## config.mk

```make
export PLATFORM = sky130hd
export DESIGN_NAME = uart_rx_ctrl_flat
export DESIGN_NICKNAME = d
export VERILOG_FILES = /design/src/rtl/uart_pkg.sv /design/src/rtl/uart_rx_ctrl_if.sv /design/src/rtl/uart_sync_fifo.sv /design/src/rtl/uart_rx_ctrl.sv /design/src/flat_wrapper.sv
export SDC_FILE = /design/constraint.sdc
export NUM_CORES = 1
export LEC_CHECK = 0
export BUFFER_PORTS_ARGS = -buffer_cell sky130_fd_sc_hd__clkbuf_2
export CORE_AREA = 3 3 105 107
export DETAILED_ROUTE_END_ITERATION = 8
export DIE_AREA = 0 0 108 110
export PLACE_DENSITY = 0.49
export SLEW_MARGIN = 20
export SYNTH_ARGS = -nofsm -noshare
export SYNTH_HDL_FRONTEND = slang
export SYNTH_HIERARCHICAL = 1
export SYNTH_SLANG_ARGS = --single-unit
```

## constraint.sdc

```tcl
create_clock -name clk -period 5.43 [get_ports clk]
set_input_delay 0.543 -clock clk [delete_from_list [all_inputs] [get_ports clk]]
set_output_delay 0.543 -clock clk [all_outputs]
set_load 0.02 [all_outputs]
```

## src/rtl/uart_pkg.sv

```systemverilog
// rtl/uart_pkg.sv - shared UART definitions: harvest FSM encoding, FIFO entry layout, oversample ratio
// Purpose: common constants and types for the UART receive/transmit control path.
// Ports: none (package).
package uart_pkg;

  localparam int OVERSAMPLE = 16;

  // Harvest FSM encoding, kept as plain 2-bit constants for legacy tools.
  localparam logic [1:0] ST_IDLE    = 2'd0;
  localparam logic [1:0] ST_CAPTURE = 2'd1;
  localparam logic [1:0] ST_CLEAR   = 2'd2;
  localparam logic [1:0] ST_WAIT    = 2'd3;

  // FIFO entry layout: {enderror, errdata, byte}.
  typedef struct packed {
    logic       enderror;
    logic       errdata;
    logic [7:0] data;
  } entry_t;

  localparam int ENTRY_W      = $bits(entry_t);
  localparam int BYTE_LSB     = 0;
  localparam int BYTE_MSB     = 7;
  localparam int ERRDATA_BIT  = 8;
  localparam int ENDERROR_BIT = 9;

endpackage

```

## src/rtl/uart_rx_ctrl_if.sv

```systemverilog
// rtl/uart_rx_ctrl_if.sv - host-side read/status interface of the UART receive controller
// Purpose: bundles the FIFO pop handshake and overrun status between controller and host.
// Signals: rd_valid, rd_data[9:0], fifo_count, overrun (controller -> host);
//          rd_pop, clr_ovr (host -> controller).
// Modports: master = host side, slave = controller side.
interface uart_rx_ctrl_if #(
  parameter int DEPTH = 4
);
  import uart_pkg::*;

  localparam int CW = $clog2(DEPTH) + 1;

  logic               rd_valid;
  logic [ENTRY_W-1:0] rd_data;
  logic               rd_pop;
  logic [CW-1:0]      fifo_count;
  logic               overrun;
  logic               clr_ovr;

  modport master (
    input  rd_valid, rd_data, fifo_count, overrun,
    output rd_pop, clr_ovr
  );

  modport slave (
    output rd_valid, rd_data, fifo_count, overrun,
    input  rd_pop, clr_ovr
  );

endinterface

```

## src/rtl/uart_sync_fifo.sv

```systemverilog
// rtl/uart_sync_fifo.sv - synchronous first-word-fall-through FIFO shared by the UART paths
// Purpose: circular buffer, DEPTH entries (power of two) of WIDTH bits.
// Ports: clk, rst (sync active-low); push/push_data write side; pop read side;
//        head_data (0 when empty), full, empty, count.
module uart_sync_fifo #(
  parameter int DEPTH = 4,
  parameter int WIDTH = 8
) (
  input  logic                     clk,
  input  logic                     rst,
  input  logic                     push,
  input  logic [WIDTH-1:0]         push_data,
  input  logic                     pop,
  output logic [WIDTH-1:0]         head_data,
  output logic                     full,
  output logic                     empty,
  output logic [$clog2(DEPTH):0]   count
);

  localparam int AW = $clog2(DEPTH);

  logic [WIDTH-1:0] mem [DEPTH];
  logic [AW-1:0]    wr_ptr;
  logic [AW-1:0]    rd_ptr;
  logic             do_push;
  logic             do_pop;

  assign full  = (count == (AW+1)'(DEPTH));
  assign empty = (count == '0);

  // A pop frees the slot in the same cycle, so a full FIFO still accepts a push then.
  assign do_pop  = pop && !empty;
  assign do_push = push && (!full || do_pop);

  always_ff @(posedge clk) begin
    if (!rst) begin
      wr_ptr <= '0;
      rd_ptr <= '0;
      count  <= '0;
    end else begin
      // Pointers are AW bits wide, so they wrap at DEPTH on their own.
      if (do_push) wr_ptr <= wr_ptr + 1'b1;
      if (do_pop)  rd_ptr <= rd_ptr + 1'b1;
      case ({do_push, do_pop})
        2'b10:   count <= count + 1'b1;
        2'b01:   count <= count - 1'b1;
        default: count <= count;
      endcase
    end
  end

  always_ff @(posedge clk) begin
    if (do_push) mem[wr_ptr] <= push_data;
  end

  // Storage is not reset; masking keeps the head at 0 whenever nothing is queued.
  assign head_data = empty ? '0 : mem[rd_ptr];

endmodule

```

## src/rtl/uart_rx_ctrl.sv

```systemverilog
// rtl/uart_rx_ctrl.sv - UART receive controller: oversample divider, frame harvest FSM, frame FIFO
// Purpose: ticks uart_rx at 16x baud, collects completed frames into a FIFO and re-arms the receiver.
// Ports: clk, rst (sync active-low); en enables the divider; rx_clk_en sampling tick;
//        state_clear re-arm pulse; ready/errdata/enderror/rx_data from uart_rx;
//        rd_if (slave) host pop handshake, fifo_count, sticky overrun, clr_ovr.
module uart_rx_ctrl
  import uart_pkg::*;
#(
  parameter int DIV   = 27,
  parameter int DEPTH = 4
) (
  input  logic                 clk,
  input  logic                 rst,
  input  logic                 en,
  output logic                 rx_clk_en,
  output logic                 state_clear,
  input  logic                 ready,
  input  logic                 errdata,
  input  logic                 enderror,
  input  logic [7:0]           rx_data,
  uart_rx_ctrl_if.slave        rd_if
);

  localparam logic [15:0] DIV_LAST = 16'(DIV - 1);

  logic [15:0]            div_cnt;
  logic [1:0]             state;
  entry_t                 cap_entry;
  logic                   push_req;
  logic                   pop_ok;
  logic                   fifo_full;
  logic                   fifo_empty;
  logic [ENTRY_W-1:0]     head_data;
  logic [$clog2(DEPTH):0] count;

  // Divider: the tick is the registered terminal-count compare, so it lands
  // DIV cycles after the counter starts from 0.
  always_ff @(posedge clk) begin
    if (!rst || !en) begin
      div_cnt   <= '0;
      rx_clk_en <= 1'b0;
    end else begin
      rx_clk_en <= (div_cnt == DIV_LAST);
      div_cnt   <= (div_cnt == DIV_LAST) ? '0 : div_cnt + 1'b1;
    end
  end

  // Harvest FSM.
  always_ff @(posedge clk) begin
    if (!rst) begin
      state <= ST_IDLE;
    end else begin
      case (state)
        ST_IDLE:    if (ready) state <= ST_CAPTURE;
        ST_CAPTURE: state <= ST_CLEAR;
        // uart_rx lets a tick win over the clear, so hold CLEAR until a tick-free cycle.
        ST_CLEAR:   if (!rx_clk_en) state <= ST_WAIT;
        ST_WAIT:    if (!ready) state <= ST_IDLE;
        default:    state <= ST_IDLE;
      endcase
    end
  end

  assign state_clear = (state == ST_CLEAR) && !rx_clk_en;

  // The FIFO write in CAPTURE is the frame latch; uart_rx holds its outputs until cleared.
  assign cap_entry = {enderror, errdata, rx_data};
  assign push_req  = (state == ST_CAPTURE);
  assign pop_ok    = rd_if.rd_pop && !fifo_empty;

  uart_sync_fifo #(
    .DEPTH (DEPTH),
    .WIDTH (ENTRY_W)
  ) u_fifo (
    .clk       (clk),
    .rst       (rst),
    .push      (push_req),
    .push_data (cap_entry),
    .pop       (rd_if.rd_pop),
    .head_data (head_data),
    .full      (fifo_full),
    .empty     (fifo_empty),
    .count     (count)
  );

  // A dropped frame wins over a simultaneous clear request.
  always_ff @(posedge clk) begin
    if (!rst) begin
      rd_if.overrun <= 1'b0;
    end else if (push_req && fifo_full && !pop_ok) begin
      rd_if.overrun <= 1'b1;
    end else if (rd_if.clr_ovr) begin
      rd_if.overrun <= 1'b0;
    end
  end

  assign rd_if.rd_valid   = !fifo_empty;
  assign rd_if.rd_data    = head_data;
  assign rd_if.fifo_count = count;

endmodule

```

## src/flat_wrapper.sv

```systemverilog
// flat-port wrapper written by rule: the top's interface ports become plain ports
module uart_rx_ctrl_flat import uart_pkg::*;
#(
  parameter int DIV   = 27,
  parameter int DEPTH = 4
)
  (clk, rst, en, rx_clk_en, state_clear, ready, errdata, enderror, rx_data, rd_if_rd_valid, rd_if_rd_data, rd_if_fifo_count, rd_if_overrun, rd_if_rd_pop, rd_if_clr_ovr);
  uart_rx_ctrl_if #(.DEPTH(DEPTH)) rd_if_i ();
  input  logic clk;
  input  logic rst;
  input  logic en;
  output logic rx_clk_en;
  output logic state_clear;
  input  logic ready;
  input  logic errdata;
  input  logic enderror;
  input  logic [7:0] rx_data;
  output wire logic [$bits(rd_if_i.rd_valid)-1:0] rd_if_rd_valid;
  output wire logic [$bits(rd_if_i.rd_data)-1:0] rd_if_rd_data;
  output wire logic [$bits(rd_if_i.fifo_count)-1:0] rd_if_fifo_count;
  output wire logic [$bits(rd_if_i.overrun)-1:0] rd_if_overrun;
  input wire logic [$bits(rd_if_i.rd_pop)-1:0] rd_if_rd_pop;
  input wire logic [$bits(rd_if_i.clr_ovr)-1:0] rd_if_clr_ovr;
  assign rd_if_rd_valid = rd_if_i.rd_valid;
  assign rd_if_rd_data = rd_if_i.rd_data;
  assign rd_if_fifo_count = rd_if_i.fifo_count;
  assign rd_if_overrun = rd_if_i.overrun;
  assign rd_if_i.rd_pop = rd_if_rd_pop;
  assign rd_if_i.clr_ovr = rd_if_clr_ovr;
  uart_rx_ctrl #(.DIV(DIV), .DEPTH(DEPTH)) u_core (.clk(clk), .rst(rst), .en(en), .rx_clk_en(rx_clk_en), .state_clear(state_clear), .ready(ready), .errdata(errdata), .enderror(enderror), .rx_data(rx_data), .rd_if(rd_if_i));
endmodule
```

======== Word level (Yosys, flattened, before mapping) ========
Memories as Yosys holds them, arrays and structs flattened. A register that Yosys moved wholly into a read port is not among the register bits.
Index checks and enable logic that the tools add are counted.
storage, ports and cells
  register bits after elaboration ......... 27
  memory bits (writable) .................. 40
  input port bits ......................... 16
  output and inout port bits .............. 17
  word-level logic and storage cells ...... 54
  memories kept ........................... 1
memory list
  memory             depth  width  rd ports  clocked after memory_dff  write ports  line                  text
  u_core.u_fifo.mem  4      10     1         1                         1            uart_sync_fifo.sv:22  logic [WIDTH-1:0] mem [DEPTH];
operators by class
  add/subtract/negate cells ............... 5
  equal/unequal tests ..................... 10
  multiplexer cells ....................... 12
  reduce and logical (&&, ||, !) cells .... 19
operators by type and width
  operator               count
  $add 16x1->16 const B  1
  $eq 16x5->1 const B    1
  $mux 10                1
  $mux 2                 5
  $pmux 2 s4             1
  $eq 2x2->1 const B     3
  $logic_not 1->1        6
  $ne 2x2->1 const B     3
  $pmux 3 s2             1
  $logic_and 1x1->1      5
  $add 2x1->2 const B    2
  $eq 2x1->1 const B     2
  $mux 1                 4
  $reduce_bool 2->1      2
  $add 3x1->3 const B    1
  $eq 3x3->1 const B     1
  $logic_not 3->1        1
  $reduce_and 3->1       1
  $sub 3x1->3 const B    1
  $logic_not 2->1        1
  $logic_or 1x1->1       2
  $reduce_or 2->1        1

======== Logic depth before layout (Yosys ltp) ========
Gate-level depths: netlist of the first run.
  depth in word-level cells ............... 7
  mapped depth ............................ 9

======== Cells and area by module ========
Netlist of the first run, hierarchy kept.
by module, submodules not included
  module          times used  cells each  area an instance (um^2)  seq. area each (um^2)
  uart_sync_fifo  1           129         2,087.0                  1,381.3
  uart_rx_ctrl    1           108         958.4                    400.4

======== Worst setup path after synthesis of the first run ========
OpenSTA, ideal clock, no wires.
  path kind ............................... in2reg
  start point ............................. input rd_if_rd_pop
  end point ............................... register u_core.u_fifo.count[2]
  setup time .............................. 125 ps
  data arrival time ....................... 1,706 ps
  required time ........................... 5,305 ps
  setup slack ............................. 3,599 ps
  stages .................................. 7
  buffers on the path ..................... 1
  cells stage by stage .................... buf_2 -> o31ai_1 -> nand2b_1 -> fa_1 -> nand2b_1 -> mux2i_1 -> a31oi_1
on the way
  cells in the longest elaborated chain, start to end .. 5
ends and longest elaborated chain
  item                                                    line                  text
  start, declared                                         flat_wrapper.sv:22    input wire logic [$bits(rd_if_i.rd_pop)-1:0] rd_if_rd_pop;
  $logic_and 1x1->1 *                                     uart_sync_fifo.sv:32  assign do_pop = pop && !empty;
  $logic_or 1x1->1                                        uart_sync_fifo.sv:33  assign do_push = push && (!full || do_pop);
  $logic_and 1x1->1                                       uart_sync_fifo.sv:33
  $eq 2x1->1 / $eq 2x2->1 (equally long branches)         uart_sync_fifo.sv:44  case ({do_push, do_pop})
  $pmux 3 s2 / $reduce_bool 2->1 (equally long branches)  -
  end signal, assigned                                    uart_sync_fifo.sv:45  2'b10: count <= count + 1'b1;
  end signal, assigned                                    uart_sync_fifo.sv:46  2'b01: count <= count - 1'b1;
  end signal, assigned                                    uart_sync_fifo.sv:47  default: count <= count;
  end, declared                                           uart_sync_fifo.sv:17  output logic [$clog2(DEPTH):0] count
Every way passes the cells marked *; elsewhere a longest branch is shown, timed or not.
A chain may end at the register's enable or synchronous reset.

==> flow_metrics.env, run 1 <==
export IMPL_grt_overflow_total=0
export IMPL_setup_violations=0
export IMPL_synth_top_family_by_area="simple AND/OR/NAND/NOR gates"
export IMPL_final_hold_viol_count=0
export IMPL_grt_pass1_vias=1760
export IMPL_cts_tree="yes"
export IMPL_max_cap_violations=0
export IMPL_numCtsBuffers=9
export IMPL_cts_clk_slew_worst_paths_ps=80
export IMPL_place_congestion=0.687
export IMPL_clockRootBuffer="clkbuf_8"
export IMPL_rrSetupSlack_ps=3430
export IMPL_wl_per_cell_um=13.3
export IMPL_async_reset_ff_share_pct=0
export IMPL_grt_max_degree=17
export IMPL_netlist_area_mm2=0.00305
export IMPL_grt_use_total_pct=10.1
export IMPL_switching_share_pct=33.9
export IMPL_p_int_uw=1060
export IMPL_area_growth_syn_to_layout_pct=15.7
export IMPL_cts_htree_levels=3
export IMPL_crit_fanout=10
export IMPL_drive_gt1_share_pct=23.1
export IMPL_dieArea_mm2=0.0119
export IMPL_switching_power_uw=544
export IMPL_slew_violations=0
export IMPL_ioPinCount=33
export IMPL_drt_pass1_iterations=4
export IMPL_synth_area_mux_share_pct=8.71
export IMPL_remaining_drc_errors=0
export IMPL_synthTopCellsByArea="edfxtp_1 (39%), dfxtp_1 (19%), mux4_2 (7.4%)"
export IMPL_antenna_cells=0
export IMPL_coreArea_mm2=0.0102
export IMPL_nets=299
export IMPL_start_kind="register"
export IMPL_cp_required_ps=4890
export IMPL_synth_flop_cell="edfxtp_1"
export IMPL_ys_ff_latch=69
export IMPL_mostFrequentLayoutCell="edfxtp_1"
export IMPL_synth_top_area_share_pct=39.4
export IMPL_yosysTopAreaCell="edfxtp_1"
export IMPL_slew_headroom_pct=52.8
export IMPL_grt_antenna_before_repair=0
export IMPL_syn_inst=237
export IMPL_hold_depth=1
export IMPL_die_x_um=108
export IMPL_p_comb_share_pct=30.6
export IMPL_synthSimpleGateAreaFrac_pct=16.4
export IMPL_synth_cell_types=41
export IMPL_ant_nets=0
export IMPL_hold_path_startpoint="rx_data[0]"
export IMPL_p_leak_uw=0.00123
export IMPL_skew_ps=6.94
export IMPL_reg2reg_from="u_core/state[1]"
export IMPL_die_h_um=110
export IMPL_clkPwrFrac_pct=25.7
export IMPL_synth_nets=264
export IMPL_fin_crit_ps=2540
export IMPL_synth_avg_cell_area_um2=12.8
export IMPL_status="completed"
export IMPL_clock_latency_ps=340
export IMPL_cts_sinks=69
export IMPL_vdd_drop_max_mv=0.168
export IMPL_rows=37
export IMPL_vias=1804
export IMPL_post_cts_resized=0
export IMPL_period_share_pct=46.8
export IMPL_fin_setup_tns_ps=0
export IMPL_synth_fa_ha_area_share_pct=4.77
export IMPL_post_cts_buffers=0
export IMPL_max_freq_mhz=394
export IMPL_hold_path_class="input port to register"
export IMPL_seq_power_share_pct=43.6
export IMPL_wl_um=5510
export IMPL_timing_critical_path_to_type="output port"
export IMPL_p_per_area_mw_per_mm2=455
export IMPL_ys_seq_area_share_pct=58.5
export IMPL_reg2reg_depth=8
export IMPL_path_class="register to output port"
export IMPL_r2r_end="u_core/u_fifo/count[2]"
export IMPL_worst_pin_slew_ps=706
export IMPL_start_util_pct=29.8
export IMPL_dp_hpwl_um=3750
export IMPL_arrival_ps=2000
export IMPL_layout_common_cells="edfxtp_1 (40), clkbuf_2 (32), nor2_1 (29), dfxtp_1 (29), inv_1 (14)"
export IMPL_hold_buffers=0
export IMPL_fillerInstances=1037
export IMPL_detail_route_vias_per_cell=4.37
export IMPL_p_total_uw=1600
export IMPL_rsz0062_at_grt="no"
export IMPL_drt_iter0_markers=54
export IMPL_synth_xor_area_share_pct=4.89
export IMPL_hold_end="u_core/u_fifo/mem[3][0]"
export IMPL_synth_edff_count=40
export IMPL_port_buffers=32
export IMPL_cts_buffer_depth=2
export IMPL_synth_compound_area_share_pct=3.16
export IMPL_yosysWarningCount=6
export IMPL_grt_pass1_wl_um=9160
==> state kept, by name, indices dropped and copies added (netlist names), named ones only <==
name	flops
u_core/u_fifo/wr_ptr	2
u_core/u_fifo/rd_ptr	2
u_core/rd_if.overrun	1
u_core/u_fifo/count	3
u_core/state	2
u_core/u_fifo/mem	40
u_core/rx_clk_en	1
u_core/div_cnt	16
==> worst max-delay path, cell delays in order (launching register included) <==
cell	delay, ps
dfxtp_1	780
mux4_2	590
nor2b_1	140
clkbuf_2	150
==> area by class of cell <==
| class | instances | area [um^2] | area share (%) |
|---|---|---|---|
| clock inverter | 7 | 75.1 | 2.13 |
| inverter | 14 | 52.6 | 1.49 |
| multi-input combinational | 145 | 1150 | 32.7 |
| sequential | 69 | 1780 | 50.6 |
| timing repair buffer | 33 | 168 | 4.76 |
| clock buffer | 9 | 124 | 3.51 |
| tap | 136 | 170 | 4.83 |
==> worst max-delay path by stage <==
stage,end,slack (ps),cells after the start
floorplan,u_core/u_fifo/count[2],3600,7
global placement,rd_if_rd_data[9],3170,3
detailed placement,rd_if_rd_data[2],3180,3
CTS,rd_if_rd_data[2],2800,3
global route,rd_if_rd_data[4],2710,3
finish,rd_if_rd_data[9],2890,3
==> power groups by stage <==
stage          Combinational, uW  Clock (uW)  Sequential, uW
6_report                     492         413             700
3_3_place_gp                 500           0             715
2_1_floorplan                404           0             673
5_1_grt                      548         451             716
3_5_place_dp                 501           0             716
4_1_cts                      504         432             704
==> cells by family after synthesis <==
group / Yosys count
XOR/XNOR: 17
multiplexers: 14
AND/OR/NAND/NOR: 90
buffers and inverters: 23
adder cells (fa/ha/maj): 11
AO/OA/AOI/OAI: 13
flip-flops: 69
==> per-stage QoR <==
step           cell area (um^2)  hold slack, ps  worst slack, ps  utilization (%)  std cells
6_report                   3520             422             2890             34.5        413
2_1_floorplan              3050             440             3600                -        237
4_1_cts                    3520             402             2800             34.5        413
5_1_grt                    3520             408             2710             34.5        413
3_5_place_dp               3330             461             3180             32.5        397
3_3_place_gp               3330             458             3170             32.5        397
==> per-layer routing <==
metal  global-route usage [%]  wire length [um]
met1                     13.3              2740
met2                     15.5              2480
met3                     3.67               228
met4                     3.25                62
met5                        0                 0
==> synth_stat cells (all sizes together), types with 2 or more instances <==
master,n
edfxtp,40
nor4b,2
nor2b,13
buf,7
ha,10
mux2i,4
xor2,4
o21ai,2
mux4,10
nor2,29
nand2,10
inv,14
nand2b,4
nor3,5
clkbuf,2
a21oi,2
xnor2,13
a221oi,2
a31oi,2
and3,4
dfxtp,29
nand4,5
nand3,7
nor4,6
(Power assumes the default switching activity.)
==> run 2: changes to the inputs <==
--- a/config.mk
+++ b/config.mk
@@ -9,7 +9,7 @@
 export CORE_AREA = 3 3 105 107
 export DETAILED_ROUTE_END_ITERATION = 8
 export DIE_AREA = 0 0 108 110
-export PLACE_DENSITY = 0.49
+export PLACE_DENSITY = 0.5
 export SLEW_MARGIN = 20
 export SYNTH_ARGS = -nofsm -noshare
 export SYNTH_HDL_FRONTEND = slang
==> constraint.sdc (replaced) <==
create_clock -name clk -period 2.05 [get_ports clk]
set_input_delay 0.205 -clock clk [delete_from_list [all_inputs] [get_ports clk]]
set_output_delay 0.205 -clock clk [all_outputs]
set_load 0.02 [all_outputs]
==> flow_metrics.env, run 2 (synthesized netlist as in run 1, its figures left out) <==
export IMPL_numCtsBuffers=9
export IMPL_cts_sinks=69
export IMPL_clkPwrFrac_pct=25.5
export IMPL_hold_buffers=0
export IMPL_coreArea_mm2=0.0102
export IMPL_slew_headroom_pct=60.8
export IMPL_start_kind="register"
export IMPL_drt_iter0_markers=58
export IMPL_maxUsedRoutingLayer="met4"
export IMPL_die_x_um=108
export IMPL_cts_buffer_depth=2
export IMPL_dr_wl_met3_um=257
export IMPL_period_share_pct=93.5
export IMPL_vias=1851
export IMPL_grt_pass1_wl_um=9090
export IMPL_crit_path_top_delay_cell="mux4_2"
export IMPL_p_leak_uw=0.00125
export IMPL_dr_wl_met2_um=2660
export IMPL_fin_setup_tns_ps=0
export IMPL_crit_fanout=10
export IMPL_drt_met1_wl_um=2660
export IMPL_post_cts_resized=0
export IMPL_wl_per_cell_um=13.5
export IMPL_rows=37
export IMPL_ant_nets=0
export IMPL_grt_pass1_vias=1815
export IMPL_die_h_um=110
export IMPL_cpLargestDelayFamily="multiplexers"
export IMPL_reg_top3="u_core/u_fifo/mem: 40 flops, u_core/div_cnt: 16 flops, u_core/u_fifo/count: 3 flops"
export IMPL_largest_reg_flops=40
export IMPL_dp_hpwl_um=3820
export IMPL_drt_pass1_iterations=4
export IMPL_vdd_drop_max_mv=0.674
export IMPL_cts_tree="yes"
export IMPL_path_buf_inv=2
export IMPL_multi_input_area_mm2=0.00115
export IMPL_p_per_area_mw_per_mm2=1220
export IMPL_rsz0062_at_grt="no"
export IMPL_fin_crit_ps=1920
export IMPL_start_util_pct=29.8
export IMPL_grt_antenna_before_repair=0
export IMPL_p_int_uw=2880
export IMPL_setup_violations=0
export IMPL_grt_max_degree=17
export IMPL_skew_ps=9.11
export IMPL_cp_cell_sequence="buf_4, mux4_2, nor2b_1, clkbuf_2"
export IMPL_ioPinCount=33
export IMPL_grt_overflow_total=0
export IMPL_dieArea_mm2=0.0119
export IMPL_cts_htree_levels=3
export IMPL_mostFrequentLayoutCell="edfxtp_1"
export IMPL_slew_violations=0
export IMPL_detail_route_vias_per_cell=4.45
export IMPL_timing_critical_path_to_type="output port"
export IMPL_grt_use_total_pct=10.1
export IMPL_ff_latch_area_mm2=0.00178
export IMPL_area_growth_syn_to_layout_pct=16.5
export IMPL_layout_common_cells="edfxtp_1 (40), clkbuf_2 (32), nor2_1 (29), dfxtp_1 (29), inv_1 (14)"
export IMPL_worst_pin_slew_ps=588
export IMPL_port_buffers=32
export IMPL_switching_power_uw=1440
export IMPL_status="completed"
export IMPL_remaining_drc_errors=0
export IMPL_nets=302
export IMPL_top_register="u_core/u_fifo/mem"
export IMPL_path_class="register to output port"
export IMPL_place_congestion=0.738
export IMPL_cts_clk_slew_worst_paths_ps=80
export IMPL_p_comb_share_pct=33.2
export IMPL_antenna_cells=0
export IMPL_final_hold_viol_count=0
export IMPL_max_freq_mhz=522
export IMPL_p_total_uw=4320
export IMPL_hold_path_class="input port to register"
export IMPL_fin_util_pct=34.7
export IMPL_cp_required_ps=1850
export IMPL_clockRootBuffer="clkbuf_8"
export IMPL_fillerInstances=1012
export IMPL_drive_gt1_share_pct=23.9
export IMPL_cp_slowest_stage_delay_ps=540
export IMPL_switching_share_pct=33.4
export IMPL_max_cap_violations=0
export IMPL_wl_um=5600
export IMPL_arrival_ps=1710
export IMPL_seq_power_share_pct=41.3
export IMPL_post_cts_buffers=0
export IMPL_clock_latency_ps=330
## run 2: cell type report
cell class	count	share of cell area, %
multi-input combinational	145	32.5
inverter	14	1.48
clock buffer	11	3.98
tap	136	4.80
sequential	69	50.2
timing repair buffer	36	5.36
clock inverter	5	1.66
## run 2: through the flow
step                cell area (um^2)  worst slack, ps  hold WS [ps]  std cells
floorplan                       3050              220           304        237
global placement                3350              323           429        400
detailed placement              3350              236           434        400
CTS                             3550             73.0          65.5        416
global route                    3550             36.0          69.5        416
finish                          3550              134          87.2        416
## run 2: worst paths after layout
path,startpoint,to,slack [ps],cells after the start
max,register,rd_if_rd_data[6],130,4
min,rx_data[3],u_core/u_fifo/mem[0][3],90,1
max reg2reg,u_core/u_fifo/count[0],u_core/u_fifo/count[2],200,6
min reg2reg,u_core/div_cnt[0],u_core/div_cnt[0],480,1
## run 2: power groups by stage
| stage | Clock [uW] | Combinational [uW] | Sequential [uW] |
|---|---|---|---|
| finish | 1100 | 1430 | 1780 |
| global route | 1210 | 1580 | 1810 |
| CTS | 1150 | 1460 | 1790 |
| detailed placement | 0 | 1460 | 1820 |
| global placement | 0 | 1450 | 1810 |
| floorplan | 0 | 1070 | 1780 |
## run 2: per-layer routing
metal | vias up | track usage, %
met4 | 0 | 3.52
met2 | 32 | 16.4
met3 | 4 | 3.90
met1 | 883 | 12.3
li1 | 932 | -
met5 | - | 0
==> run 3: changes to the inputs <==
--- a/config.mk
+++ b/config.mk
@@ -10,6 +10,7 @@
 export DETAILED_ROUTE_END_ITERATION = 8
 export DIE_AREA = 0 0 108 110
 export PLACE_DENSITY = 0.5
+export REMOVE_ABC_BUFFERS = 1
 export SLEW_MARGIN = 20
 export SYNTH_ARGS = -nofsm -noshare
 export SYNTH_HDL_FRONTEND = slang
==> flow_metrics.env, run 3 (synthesized netlist as in run 1, its figures left out) <==
export IMPL_status="completed"
export IMPL_path_buf_inv=2
export IMPL_hold_path_startpoint="rx_data[1]"
export IMPL_coreArea_mm2=0.0102
export IMPL_cpLargestDelayFamily="multiplexers"
export IMPL_reg2reg_depth=6
export IMPL_cp_cell_sequence="buf_4, mux4_2, nor2b_1, clkbuf_2"
export IMPL_cp_slowest_stage_delay_ps=520
export IMPL_clockRootBuffer="clkbuf_8"
export IMPL_grt_pass1_wl_um=9330
export IMPL_post_cts_resized=0
export IMPL_path_class="register to output port"
export IMPL_worst_pin_slew_ps=573
export IMPL_reg_top3="u_core/u_fifo/mem: 40 flops, u_core/div_cnt: 16 flops, u_core/u_fifo/count: 3 flops"
export IMPL_port_buffers=32
export IMPL_wl_um=5500
export IMPL_ioPinCount=33
export IMPL_start_kind="register"
export IMPL_fin_setup_tns_ps=0
export IMPL_die_h_um=110
export IMPL_vias=1803
export IMPL_slew_headroom_pct=61.8
export IMPL_cp_required_ps=1850
export IMPL_grt_antenna_before_repair=0
export IMPL_setup_violations=0
export IMPL_max_cap_violations=0
export IMPL_cts_sinks=69
export IMPL_area_growth_syn_to_layout_pct=16.9
export IMPL_grt_use_total_pct=10.3
export IMPL_wl_per_cell_um=13.2
export IMPL_p_total_uw=4400
export IMPL_rows=37
export IMPL_hold_end="u_core/u_fifo/mem[1][1]"
export IMPL_reg2reg_from="u_core/u_fifo/count[0]"
export IMPL_clock_latency_ps=340
export IMPL_remaining_drc_errors=0
export IMPL_ant_nets=0
export IMPL_drive_gt1_share_pct=24.0
export IMPL_slew_violations=0
export IMPL_grt_max_degree=17
export IMPL_p_leak_uw=0.00125
export IMPL_numCtsBuffers=9
export IMPL_cts_buffer_depth=2
export IMPL_skew_ps=7.20
export IMPL_timing_critical_path_to_type="output port"
export IMPL_top_register="u_core/u_fifo/mem"
export IMPL_drt_pass1_iterations=4
export IMPL_cts_htree_levels=3
export IMPL_max_freq_mhz=523
export IMPL_cts_tree="yes"
export IMPL_mostFrequentLayoutCell="edfxtp_1"
export IMPL_fin_crit_ps=1910
export IMPL_post_cts_buffers=0
export IMPL_grt_overflow_total=0
export IMPL_layout_common_cells="edfxtp_1 (40), clkbuf_2 (32), nor2_1 (29), dfxtp_1 (29), inv_1 (14)"
export IMPL_dieArea_mm2=0.0119
export IMPL_rsz0062_at_grt="no"
export IMPL_start_util_pct=29.8
export IMPL_drt_iter0_markers=91
export IMPL_grt_pass1_vias=1818
export IMPL_final_hold_viol_count=0
export IMPL_p_per_area_mw_per_mm2=1240
export IMPL_rrSetupSlack_ps=200
export IMPL_period_share_pct=93.3
export IMPL_hold_buffers=0
export IMPL_crit_path_top_delay_cell="mux4_2"
export IMPL_dp_hpwl_um=3700
export IMPL_cts_clk_slew_worst_paths_ps=80
export IMPL_detail_route_vias_per_cell=4.34
export IMPL_hold_path_class="input port to register"
export IMPL_crit_fanout=10
export IMPL_r2r_end="u_core/u_fifo/count[2]"
export IMPL_die_x_um=108
export IMPL_largest_reg_flops=40
export IMPL_place_congestion=0.767
export IMPL_vdd_drop_max_mv=0.387
export IMPL_hold_depth=1
export IMPL_antenna_cells=0
export IMPL_nets=302
export IMPL_arrival_ps=1710
-- run 3: cell count changes in the layout (fill, tap and decap cells not counted), sizes merged --
cell	previous run	this run
bufinv	1	2
clkinv	1	2
inv	15	14
clkbuf	43	41
-- run 3: how the worst max path moves through the flow --
stage | start | endpoint | slack, ps | cells after the start
after floorplan | u_core/u_fifo/count[2] | u_core/u_fifo/count[2] | 260 | 6
after global placement | u_core/u_fifo/count[0] | u_core/u_fifo/count[2] | 300 | 6
after detailed placement | u_core/u_fifo/count[0] | u_core/u_fifo/count[2] | 240 | 6
after CTS | register | rd_if_rd_data[8] | 90 | 4
after global routing | u_core/u_fifo/count[0] | u_core/u_fifo/count[2] | 20 | 6
final | register | rd_if_rd_data[8] | 140 | 4
-- run 3: through the flow --
stage / utilization (%) / setup slack [ps] / cells / instance area, um^2 / hold WS [ps]
2_1_floorplan: - / 259 / 228 / 2990 / 304
3_5_place_dp: 32.7 / 243 / 400 / 3350 / 434
6_report: 34.8 / 138 / 415 / 3560 / 81.6
5_1_grt: 34.8 / 17.7 / 415 / 3560 / 60.7
3_3_place_gp: 32.7 / 304 / 400 / 3350 / 431
4_1_cts: 34.8 / 87.4 / 415 / 3560 / 63.0
-- run 3: area by class of cell --
| cell class | count | area, um^2 |
|---|---|---|
| clock buffers | 9 | 124 |
| clock inverters | 6 | 88.8 |
| flip-flops and latches | 69 | 1780 |
| repair buffers | 36 | 190 |
| inverters | 14 | 52.6 |
| well taps | 136 | 170 |
| multi-input cells | 145 | 1150 |
| fillers | 1003 | 6670 |
-- run 3: report_power, final --
group | switching [uW] | internal, uW
Sequential | 120 | 1670
Combinational | 808 | 610
Clock | 516 | 678
Total | 1440 | 2960
-- run 3: layer usage --
metal	share of wire, %	up-vias	GRT usage (%)
met5	0	-	0
met4	0.93	0	2.71
met3	4.9	4	4.48
met2	47	42	15.9
met1	47	832	13.4
li1	-	925	-
